### src/rtl/pipe_hazard_ctrl.sv
// pipe_hazard_ctrl -- pipeline control core for a 5-stage MIPS datapath.
//
// Holds the instruction of each of the D, E, M and W stages. It detects
// hazards with the Tuse/Tnew method, selects operand forwarding paths, and
// sequences a multi-cycle multiply/divide unit.
//
// Ports:
//   clk, reset_n            clock (rising edge), asynchronous active-low reset
//   f_instr                 instruction fetched this cycle
//   d/e/m/w_instr           instruction held in each stage (0 = NOP)
//   stall                   hazard stall: D holds and a bubble goes into E
//   pc_enable, d_enable     ~stall
//   fm_d1/fm_d2/fm_e1/fm_e2 operand source: 0 = RF/pipe reg, 1 = M ALU, 2 = W data
//   fm_m2                   M store-data source: 0 = pipe reg, 1 = W data
//   md_start, md_op         start pulse and op (0 = mult, 1 = div) for the mult/div unit
//   md_busy                 mult/div unit is still working
//   w_rf_we, w_rf_waddr     register-file write port for the W instruction
module pipe_hazard_ctrl #(
  parameter int MULT_CYCLES = 5,
  parameter int DIV_CYCLES  = 10,
  parameter int CNT_W       = 4
) (
  input  logic        clk,
  input  logic        reset_n,
  input  logic [31:0] f_instr,
  output logic [31:0] d_instr,
  output logic [31:0] e_instr,
  output logic [31:0] m_instr,
  output logic [31:0] w_instr,
  output logic        stall,
  output logic        pc_enable,
  output logic        d_enable,
  output logic [1:0]  fm_d1,
  output logic [1:0]  fm_d2,
  output logic [1:0]  fm_e1,
  output logic [1:0]  fm_e2,
  output logic        fm_m2,
  output logic        md_start,
  output logic        md_op,
  output logic        md_busy,
  output logic        w_rf_we,
  output logic [4:0]  w_rf_waddr
);

  typedef enum logic [3:0] {
    I_NOP, I_ALUR, I_MULT, I_DIV, I_MFX, I_ORI, I_LUI, I_LW, I_SW, I_BEQ
  } icls_t;

  logic [CNT_W-1:0] md_cnt;

  function automatic icls_t class_of(input logic [5:0] op, input logic [5:0] fn);
    icls_t c;
    c = I_NOP;
    case (op)
      6'h00: begin
        case (fn)
          6'h21, 6'h23: c = I_ALUR;
          6'h18:        c = I_MULT;
          6'h1A:        c = I_DIV;
          6'h10, 6'h12: c = I_MFX;
          default:      c = I_NOP;
        endcase
      end
      6'h0D:   c = I_ORI;
      6'h0F:   c = I_LUI;
      6'h23:   c = I_LW;
      6'h2B:   c = I_SW;
      6'h04:   c = I_BEQ;
      default: c = I_NOP;
    endcase
    return c;
  endfunction

  // Source fields read as 0 when the instruction does not read them, so an
  // unused field can never trigger a stall or a forward.
  function automatic logic [4:0] rs_src(input icls_t c, input logic [4:0] rs);
    return (c inside {I_ALUR, I_MULT, I_DIV, I_ORI, I_LW, I_SW, I_BEQ}) ? rs : 5'd0;
  endfunction

  function automatic logic [4:0] rt_src(input icls_t c, input logic [4:0] rt);
    return (c inside {I_ALUR, I_MULT, I_DIV, I_SW, I_BEQ}) ? rt : 5'd0;
  endfunction

  function automatic logic [4:0] dst_of(input icls_t c, input logic [4:0] rt,
                                        input logic [4:0] rd);
    logic [4:0] r;
    r = 5'd0;
    if (c inside {I_ALUR, I_MFX})             r = rd;
    else if (c inside {I_ORI, I_LUI, I_LW})   r = rt;
    return r;
  endfunction

  function automatic logic [1:0] tnew_d_of(input icls_t c);
    logic [1:0] t;
    t = 2'd0;
    if (c == I_LW)                                   t = 2'd3;
    else if (c inside {I_ALUR, I_MFX, I_ORI, I_LUI}) t = 2'd2;
    return t;
  endfunction

  function automatic logic [1:0] tuse_rs_of(input icls_t c);
    return (c == I_BEQ) ? 2'd0 : 2'd1;
  endfunction

  function automatic logic [1:0] tuse_rt_of(input icls_t c);
    logic [1:0] t;
    t = 2'd1;
    if (c == I_SW)       t = 2'd2;
    else if (c == I_BEQ) t = 2'd0;
    return t;
  endfunction

  function automatic logic [1:0] sat_sub(input logic [1:0] a, input logic [1:0] b);
    return (a > b) ? (a - b) : 2'd0;
  endfunction

  function automatic logic hazard(input logic [4:0] src, input logic [1:0] tuse,
                                  input logic [4:0] e_dst, input logic [1:0] e_tnew,
                                  input logic [4:0] m_dst, input logic [1:0] m_tnew);
    return (src != 5'd0) &&
           (((src == e_dst) && (e_tnew > tuse)) || ((src == m_dst) && (m_tnew > tuse)));
  endfunction

  // W always has Tnew = 0 (largest Tnew at D is 3), so W needs no Tnew term.
  function automatic logic [1:0] fwd_sel(input logic [4:0] src, input logic [4:0] m_dst,
                                         input logic [1:0] m_tnew, input logic [4:0] w_dst);
    logic [1:0] s;
    s = 2'd0;
    if ((src != 5'd0) && (src == m_dst) && (m_tnew == 2'd0)) s = 2'd1;
    else if ((src != 5'd0) && (src == w_dst))                s = 2'd2;
    return s;
  endfunction

  icls_t      cls_d, cls_e, cls_m, cls_w;
  logic [4:0] d_rs, d_rt, e_rs, e_rt, e_dst, m_rt, m_dst, w_dst;
  logic [1:0] e_tnew, m_tnew;
  logic       stall_data, stall_md;

  always_comb begin
    cls_d = class_of(d_instr[31:26], d_instr[5:0]);
    cls_e = class_of(e_instr[31:26], e_instr[5:0]);
    cls_m = class_of(m_instr[31:26], m_instr[5:0]);
    cls_w = class_of(w_instr[31:26], w_instr[5:0]);

    d_rs  = rs_src(cls_d, d_instr[25:21]);
    d_rt  = rt_src(cls_d, d_instr[20:16]);
    e_rs  = rs_src(cls_e, e_instr[25:21]);
    e_rt  = rt_src(cls_e, e_instr[20:16]);
    m_rt  = rt_src(cls_m, m_instr[20:16]);
    e_dst = dst_of(cls_e, e_instr[20:16], e_instr[15:11]);
    m_dst = dst_of(cls_m, m_instr[20:16], m_instr[15:11]);
    w_dst = dst_of(cls_w, w_instr[20:16], w_instr[15:11]);

    e_tnew = sat_sub(tnew_d_of(cls_e), 2'd1);
    m_tnew = sat_sub(tnew_d_of(cls_m), 2'd2);

    stall_data = hazard(d_rs, tuse_rs_of(cls_d), e_dst, e_tnew, m_dst, m_tnew) ||
                 hazard(d_rt, tuse_rt_of(cls_d), e_dst, e_tnew, m_dst, m_tnew);
    // HI/LO users wait while the unit runs or while a new op is entering it.
    stall_md   = (cls_d inside {I_MULT, I_DIV, I_MFX}) &&
                 (md_busy || (cls_e inside {I_MULT, I_DIV}));
  end

  assign stall      = stall_data | stall_md;
  assign pc_enable  = ~stall;
  assign d_enable   = ~stall;
  assign fm_d1      = fwd_sel(d_rs, m_dst, m_tnew, w_dst);
  assign fm_d2      = fwd_sel(d_rt, m_dst, m_tnew, w_dst);
  assign fm_e1      = fwd_sel(e_rs, m_dst, m_tnew, w_dst);
  assign fm_e2      = fwd_sel(e_rt, m_dst, m_tnew, w_dst);
  assign fm_m2      = (cls_m == I_SW) && (m_rt != 5'd0) && (m_rt == w_dst);
  assign md_start   = (cls_e inside {I_MULT, I_DIV});
  assign md_op      = (cls_e == I_DIV);
  assign md_busy    = (md_cnt != '0);
  assign w_rf_we    = (w_dst != 5'd0);
  assign w_rf_waddr = w_dst;

  // Stage boundaries F->D->E->M->W and the mult/div busy counter
  always_ff @(posedge clk or negedge reset_n) begin
    if (!reset_n) begin
      d_instr <= '0;
      e_instr <= '0;
      m_instr <= '0;
      w_instr <= '0;
      md_cnt  <= '0;
    end else begin
      if (!stall) d_instr <= f_instr;
      e_instr <= stall ? 32'd0 : d_instr;
      m_instr <= e_instr;
      w_instr <= m_instr;
      if (md_start)
        md_cnt <= md_op ? CNT_W'(DIV_CYCLES) : CNT_W'(MULT_CYCLES);
      else if (md_cnt != '0)
        md_cnt <= md_cnt - 1'b1;
    end
  end

endmodule

### config.mk
export PLATFORM = sky130hd
export DESIGN_NAME = pipe_hazard_ctrl
export DESIGN_NICKNAME = d
export VERILOG_FILES = /design/src/rtl/pipe_hazard_ctrl.sv
export SDC_FILE = /design/constraint.sdc
export NUM_CORES = 1
export LEC_CHECK = 0
export CAP_MARGIN = 20
export CORE_MARGIN = 4
export CORE_UTILIZATION = 45
export DETAILED_ROUTE_END_ITERATION = 6
export MAX_ROUTING_LAYER = met4
export PLACE_DENSITY = 0.77
export SYNTH_ARGS = -nofsm -noshare
export SYNTH_HDL_FRONTEND = slang
export SYNTH_SLANG_ARGS = --single-unit
### constraint.sdc
create_clock -name clk -period 4.3 [get_ports clk]
set_input_delay 1.075 -clock clk [delete_from_list [all_inputs] [get_ports clk]]
set_output_delay 1.075 -clock clk [all_outputs]
set_load 0.005 [all_outputs]
Word-level counts from Yosys, hierarchy flattened --
Index checks and enable logic that the tools add are counted.
Cells by class: $lt $le $gt $ge 6, reduce and logical (&&, ||, !) cells 61, bitwise logic cells 2, mux-type cells 39, eq/ne operators 86, $add $sub $neg 3
Operators with widths (number):
- $eq A6 B5 Y1 const B | 16
- $eq A6 B6 Y1 const B | 16
- $pmux W4 S6 | 4
- $eq A4 B3 Y1 const B | 15
- $eq A5 B5 Y1 | 11
- $mux W5 | 11
- $eq A6 B4 Y1 const B | 8
- $pmux W3 S4 | 4
- $reduce_bool A5 Y1 | 9
- $mux W32 | 1
- $mux W2 | 15
- $eq A4 B2 Y1 const B | 6
- $eq A4 B4 Y1 const B | 6
- $eq A6 B3 Y1 const B | 4
- $logic_not A6 Y1 | 4
- $logic_and A1 B1 Y1 | 21
- $eq A4 B1 Y1 const B | 4
- $reduce_or A2 Y1 | 8
- $reduce_bool A7 Y1 | 2
- $mux W4 | 3
- $reduce_bool A3 Y1 | 4
- $reduce_bool A4 Y1 | 3
- $reduce_bool A2 Y1 | 5
- $gt A2 B2 Y1 | 4
- 10 further kinds | 13
Storage, ports and cells: word-level logic and storage cells 202, flip-flop bits (word level) 132, bits of input ports 34

Depth between registers and ports, before layout --
depth after elaboration 17, depth in mapped cells 14, gate-level depth less buffers 12

Least setup slack after synthesis --
No wires, ideal clock.
path type flip-flop to output port, start register d_instr[26], end output port pc_enable, cell stages (with the launch flop) 9, data required time 3.225 ns, arrival 2.778 ns, slack 0.447 ns, buffers on the path 1, path through dfrtp_1 > or4_1 > nor3_2 > a21o_2 > o41ai_2 > or4b_4 > a2111oi_4 > and4bb_2 > buf_4
On the way: word-level cells in the longest chain between the ends 12, elaborated cells between the ends (all ways) 44, classes of those cells order compare (4); eq/ne (17); mux (5); bitwise (2); reduce/logical (16)
Ends and longest elaborated chain:
- from (decl) | line 26 | output logic [31:0] d_instr,
- from (signal assigned) | line 187 | if (!stall) d_instr <= f_instr;
- $eq A6 B3 Y1, or another cell as far along | line 54 | case (op)
- $pmux W4 S6 * | line 54
- $eq A4 B1 Y1, or another cell as far along | line 77, 81
- $reduce_bool A7 Y1, or another cell as far along | line 77 | return (c inside {I_ALUR, I_MULT, I_DIV, I_ORI, I_LW, I_SW, I_BEQ}) ? rs : 5'd0;
- $mux W5, or another cell as far along | line 77
- $eq A5 B5 Y1 / $gt A2 B2 Y1 (equally long branches) | line 121 | (((src == e_dst) && (e_tnew > tuse)) || ((src == m_dst) && (m_tnew > tuse)));
- $logic_and A1 B1 Y1 | line 121
- $logic_or A1 B1 Y1 | line 121
- $logic_and A1 B1 Y1 | line 120 | return (src != 5'd0) &&
- $logic_or A1 B1 Y1 | line 157 | stall_data = hazard(d_rs, tuse_rs_of(cls_d), e_dst, e_tnew, m_dst, m_tnew) ||
- $or A1 B1 Y1 * | line 164 | assign stall = stall_data | stall_md;
- $not A1 Y1 *
- to (decl) | line 31 | output logic pc_enable,
Every way passes the cells marked *; elsewhere a longest branch is shown, timed or not.

Worst setup path after layout --
start register m_instr[29], end output port d_enable
On the way: word-level cells in the longest chain between the ends 15, elaborated cells between the ends (all ways) 35, classes of those cells add/sub (1); order compare (3); eq/ne (12); mux (6); bitwise (2); reduce/logical (11)
Ends and longest elaborated chain:
- from (decl) | line 28 | output logic [31:0] m_instr,
- from (signal assigned) | line 189 | m_instr <= e_instr;
- $eq A6 B3 Y1, or another cell as far along | line 54
- $pmux W4 S6 * | line 54
- $eq A4 B1 Y1, or another cell as far along | line 88, 97
- $reduce_bool A4 Y1 | line 97 | else if (c inside {I_ALUR, I_MFX, I_ORI, I_LUI}) t = 2'd2;
- $mux W2 | line 97
- $mux W2 | line 96 | if (c == I_LW) t = 2'd3;
- $sub A2 B2 Y2 / $gt A2 B2 Y1 (equally long branches) | line 114 | return (a > b) ? (a - b) : 2'd0;
- $mux W2 | line 114
- $gt A2 B2 Y1 | line 121
- $logic_and A1 B1 Y1 | line 121
- $logic_or A1 B1 Y1 | line 121
- $logic_and A1 B1 Y1 | line 120
- $logic_or A1 B1 Y1 * | line 157
- $or A1 B1 Y1 * | line 164
- $not A1 Y1 * | line 166 | assign d_enable = ~stall;
- to (decl) | line 32 | output logic d_enable,
Marks and branches as above.

==> impl_metrics.tcl <==
set metrics [dict create \
    areaGrowthSynthToFinish_pct 51.6 \
    power_switching_mw 0.793 \
    reg2reg_setup_slack_ns 0.70 \
    synth_enable_flop_cells 0 \
    m1WireLength_mm 7.51 \
    via_count_of_the_routed_design 4923 \
    setup.worst_path.end_class "output port" \
    fill_cell_count 960 \
    pwr-share-comb_pct 13.8 \
    number_of_global_route_vias_before_repair 5005 \
    synth_seq_cells 132 \
    hold-path-endpoint "m_instr[9]" \
    run_status "finished, violations left" \
    overall_power_after_layout_mw 3.26 \
    detail_route.vias_per_cell 5.35 \
    finalMaxSlewViolations 0 \
    finalSetupViolations 2 \
    yosys.cell_types.count 62 \
    cts_tree "built" \
    design.die.area_sq_um 15300 \
    core_area_sq_um 13200 \
    cts.root.buffer_cell "clkbuf_16" \
    drive_above_1_share_pct 24.9 \
    synthDominantCellAreaShare_pct 54.7 \
    port-buffer-count 182 \
    sequentialPowerShare_pct 43.2 \
    power.internal_mw 2.47 \
    crit_fanout 4 \
    cts.path.max_buffers 2 \
    routed-wl-met2_mm 8.99 \
    vdd_drop_max_mv 0.248 \
    criticalPathCategory "register to output port" \
    grt_setup_unrepaired "yes" \
    top_cells_by_area_synth "dfrtp_1, mux2_4, and2_1" \
    floorplan.rows 42 \
    num_io_pins 183 \
    maximum_number_of_pins_on_one_net_before_global_route_repair 85 \
    setup_ws_ns -0.0150 \
    async_reset_ff_share_pct 100 \
    route.top_layer_used "met4" \
    post-dp-hpwl_mm 13.3 \
    detail_route.wl_per_cell_microns 19.5 \
    power_leakage_nw 3.94 \
    worstPathRequired_ns 3.22 \
    layout.area.seq_sq_um 3310 \
    synthCells 497 \
    swShare_pct 24.3 \
    ys_dominant_reg_cell "dfrtp_1" \
    hold_path.startpoint "e_instr[9]" \
    drt-total-wl_mm 17.9 \
    antenna_cells_inserted 0 \
    timing.final.crit_share_pct 100 \
    ant_nets 0 \
    detailroute.wirelength.met3_mm 1.11 \
    multi_input_comb_area_sq_um 2740 \
    ys_warn_count 0 \
    detailedRoute.firstIterationViolations 392 \
    worst_r2r_endpoint "d_instr[18]" \
    grt_antenna_before_repair 0 \
    worst_slew_pin_slew_ns 0.731 \
    cts.sinks 132 \
    gr-usage-all-layers_pct 24.6 \
    clkLatencyLatePin_ns 0.42 \
    slew-limit-headroom_pct 51.3 \
    worst_hold_path.num_cells 0 \
    post_route_utilization_pct 69.4 \
    initial_utilization_pct 45.8 \
    setup.worst_path.start "m_instr[29]" \
    failed_checks "setup timing" \
    hold_viol_final 0 \
    shortest_clock_period_the_worst_path_allows_after_layout_ns 4.32 \
    clk_transition_reported_paths_ns 0.06 \
    power_density_nw_per_um2 356 \
    clockPowerShare_pct 43.0 \
    cts_inserted_buffers 17 \
    fp.dieW_microns 124 \
    proportion_of_synthesized_chip_area_in_sequential_cells_pct 54.7 \
    finalWeightedCongestion 0.945 \
    worst_ep_arrival_time_ns 3.24 \
    ff2ff_path_depth 13 \
    gr-total-overflow 0 \
    hold_slack_ns 0.372 \
    fmaxAchievable_ghz 0.232 \
    skew_ns 0.00824 \
    worst_r2r_startpoint "m_instr[26]" \
    drc_errors 0 \
    timing.critical_path.from_type "register" \
    syn-mean-instance-area_sq_um 12.2 \
    netlist_area_sq_um 6040 \
    final_nets 771 \
    postSynthNetCount 537 \
    synth_top_cell_by_area "dfrtp_1" \
    hold_class "register to register" \
    cts_hold_buffers 0 \
    wire_length_of_the_first_global_routing_pass_mm 27.3 \
    timing.max_cap.violations 0 \
    die_height_microns 124 \
    placement.setup.worst_slack_ns -0.00793 \
    htree_num_levels 4 \
    detailedRoute.firstPassIterationCount 4 \
]
## synthesized netlist by cell type (all sizes together) (6+ instances only)
library cell	count
or4	9
xnor2	24
nand3b	6
ha	6
buf	12
a22o	11
inv	8
dfrtp	132
nor2	16
nor3	13
a21oi	24
o21ai	14
clkbuf	18
nand2	14
nand3	19
nor2b	7
mux2	31
and2	36
xor2	19
## power by group through the flow
stage	sequential (mW)	clock [mW]	combinational, mW
final	1.41	1.40	0.451
after global routing	1.42	1.48	0.494
after CTS	1.41	1.42	0.450
after detailed placement	1.43	0	0.440
after global placement	1.42	0	0.426
after floorplan	1.41	0	0.184
## how the worst max path moves through the flow
stage | cells after the start | to | slack [ns]
2_1_floorplan | 8 | pc_enable | 0.45
3_3_place_gp | 9 | fm_d1[1] | 0.03
3_5_place_dp | 8 | pc_enable | -0.008
4_1_cts | 9 | pc_enable | -0.13
5_1_grt | 9 | pc_enable | -0.08
6_report | 9 | d_enable | -0.02
## kinds of logic after synthesis
kind of cell | share of synthesized area [%]
multiplexers | 7.52
AO/OA/AOI/OAI | 10.1
XOR/XNOR | 6.23
AND/OR/NAND/NOR | 17.1
flip-flops | 54.7
buffers and inverters | 3.15
adder cells (fa/ha/maj) | 1.24
## sequential cells by signal, summed over array words and instances (netlist names)
name	count
m_instr	32
md_cnt	4
w_instr	32
d_instr	32
e_instr	32
## stage by stage
stage / cells / area [sq um] / setup TNS, ns
floorplan: 497 / 6040 / 0
global route: 920 / 9160 / -0.362
finish: 920 / 9160 / -0.0300
detailed placement: 875 / 8300 / -0.0153
global placement: 875 / 8300 / 0
CTS: 915 / 9030 / -0.360
## what timing repair did
action / 4_1_cts / 5_1_grt
resized for setup: 37 / 37
pin swaps: 17 / 19
buffers inserted: 8 / 5
setup endpoints to repair: 12 / 10
## per-layer routing
layer / track usage (%) / vias up
met5: - / -
met2: 39.8 / 190
met1: 31.7 / 2463
li1: - / 2245
met4: 7.34 / 0
met3: 4.68 / 25
## cells in the final DEF (no fill, tap or decap), types with 4 or more instances in the layout
master / count
clkbuf_16: 17
nand3_1: 19
or4_1: 6
o2111ai_1: 5
xor2_1: 19
inv_1: 8
xnor2_1: 24
clkinvlp_4: 4
clkbuf_8: 5
buf_4: 57
o211ai_1: 5
and2_1: 36
buf_2: 5
o21ai_0: 14
clkdlybuf4s50_1: 170
mux2_4: 28
nand3b_1: 6
nand2_1: 14
or2_2: 4
nor2_1: 14
buf_6: 7
nor3_2: 4
dfrtp_1: 130
and3_1: 4
nor2b_1: 7
ha_1: 6
a21oi_1: 22
nor3_1: 8
a22o_4: 6
## area by class of cell
type	count	share of cell area (%)
Multi-Input combinational cell	327	29.9
Timing Repair Buffer	245	24.8
Inverter	8	0.328
Sequential cell	132	36.1
Clock buffer	22	5.40
Clock inverter	10	1.05
Tap cell	176	2.40
## worst max-delay path: stages, from the launching register on
cell,delay [ns]
dfrtp_1,0.39
or4bb_1,0.50
a21oi_1,0.36
a22o_1,0.24
buf_6,0.11
xor2_1,0.06
or4_4,0.56
nor3_4,0.22
and4bb_2,0.27
clkbuf_2,0.11
Power figures use the tool's default switching activity.
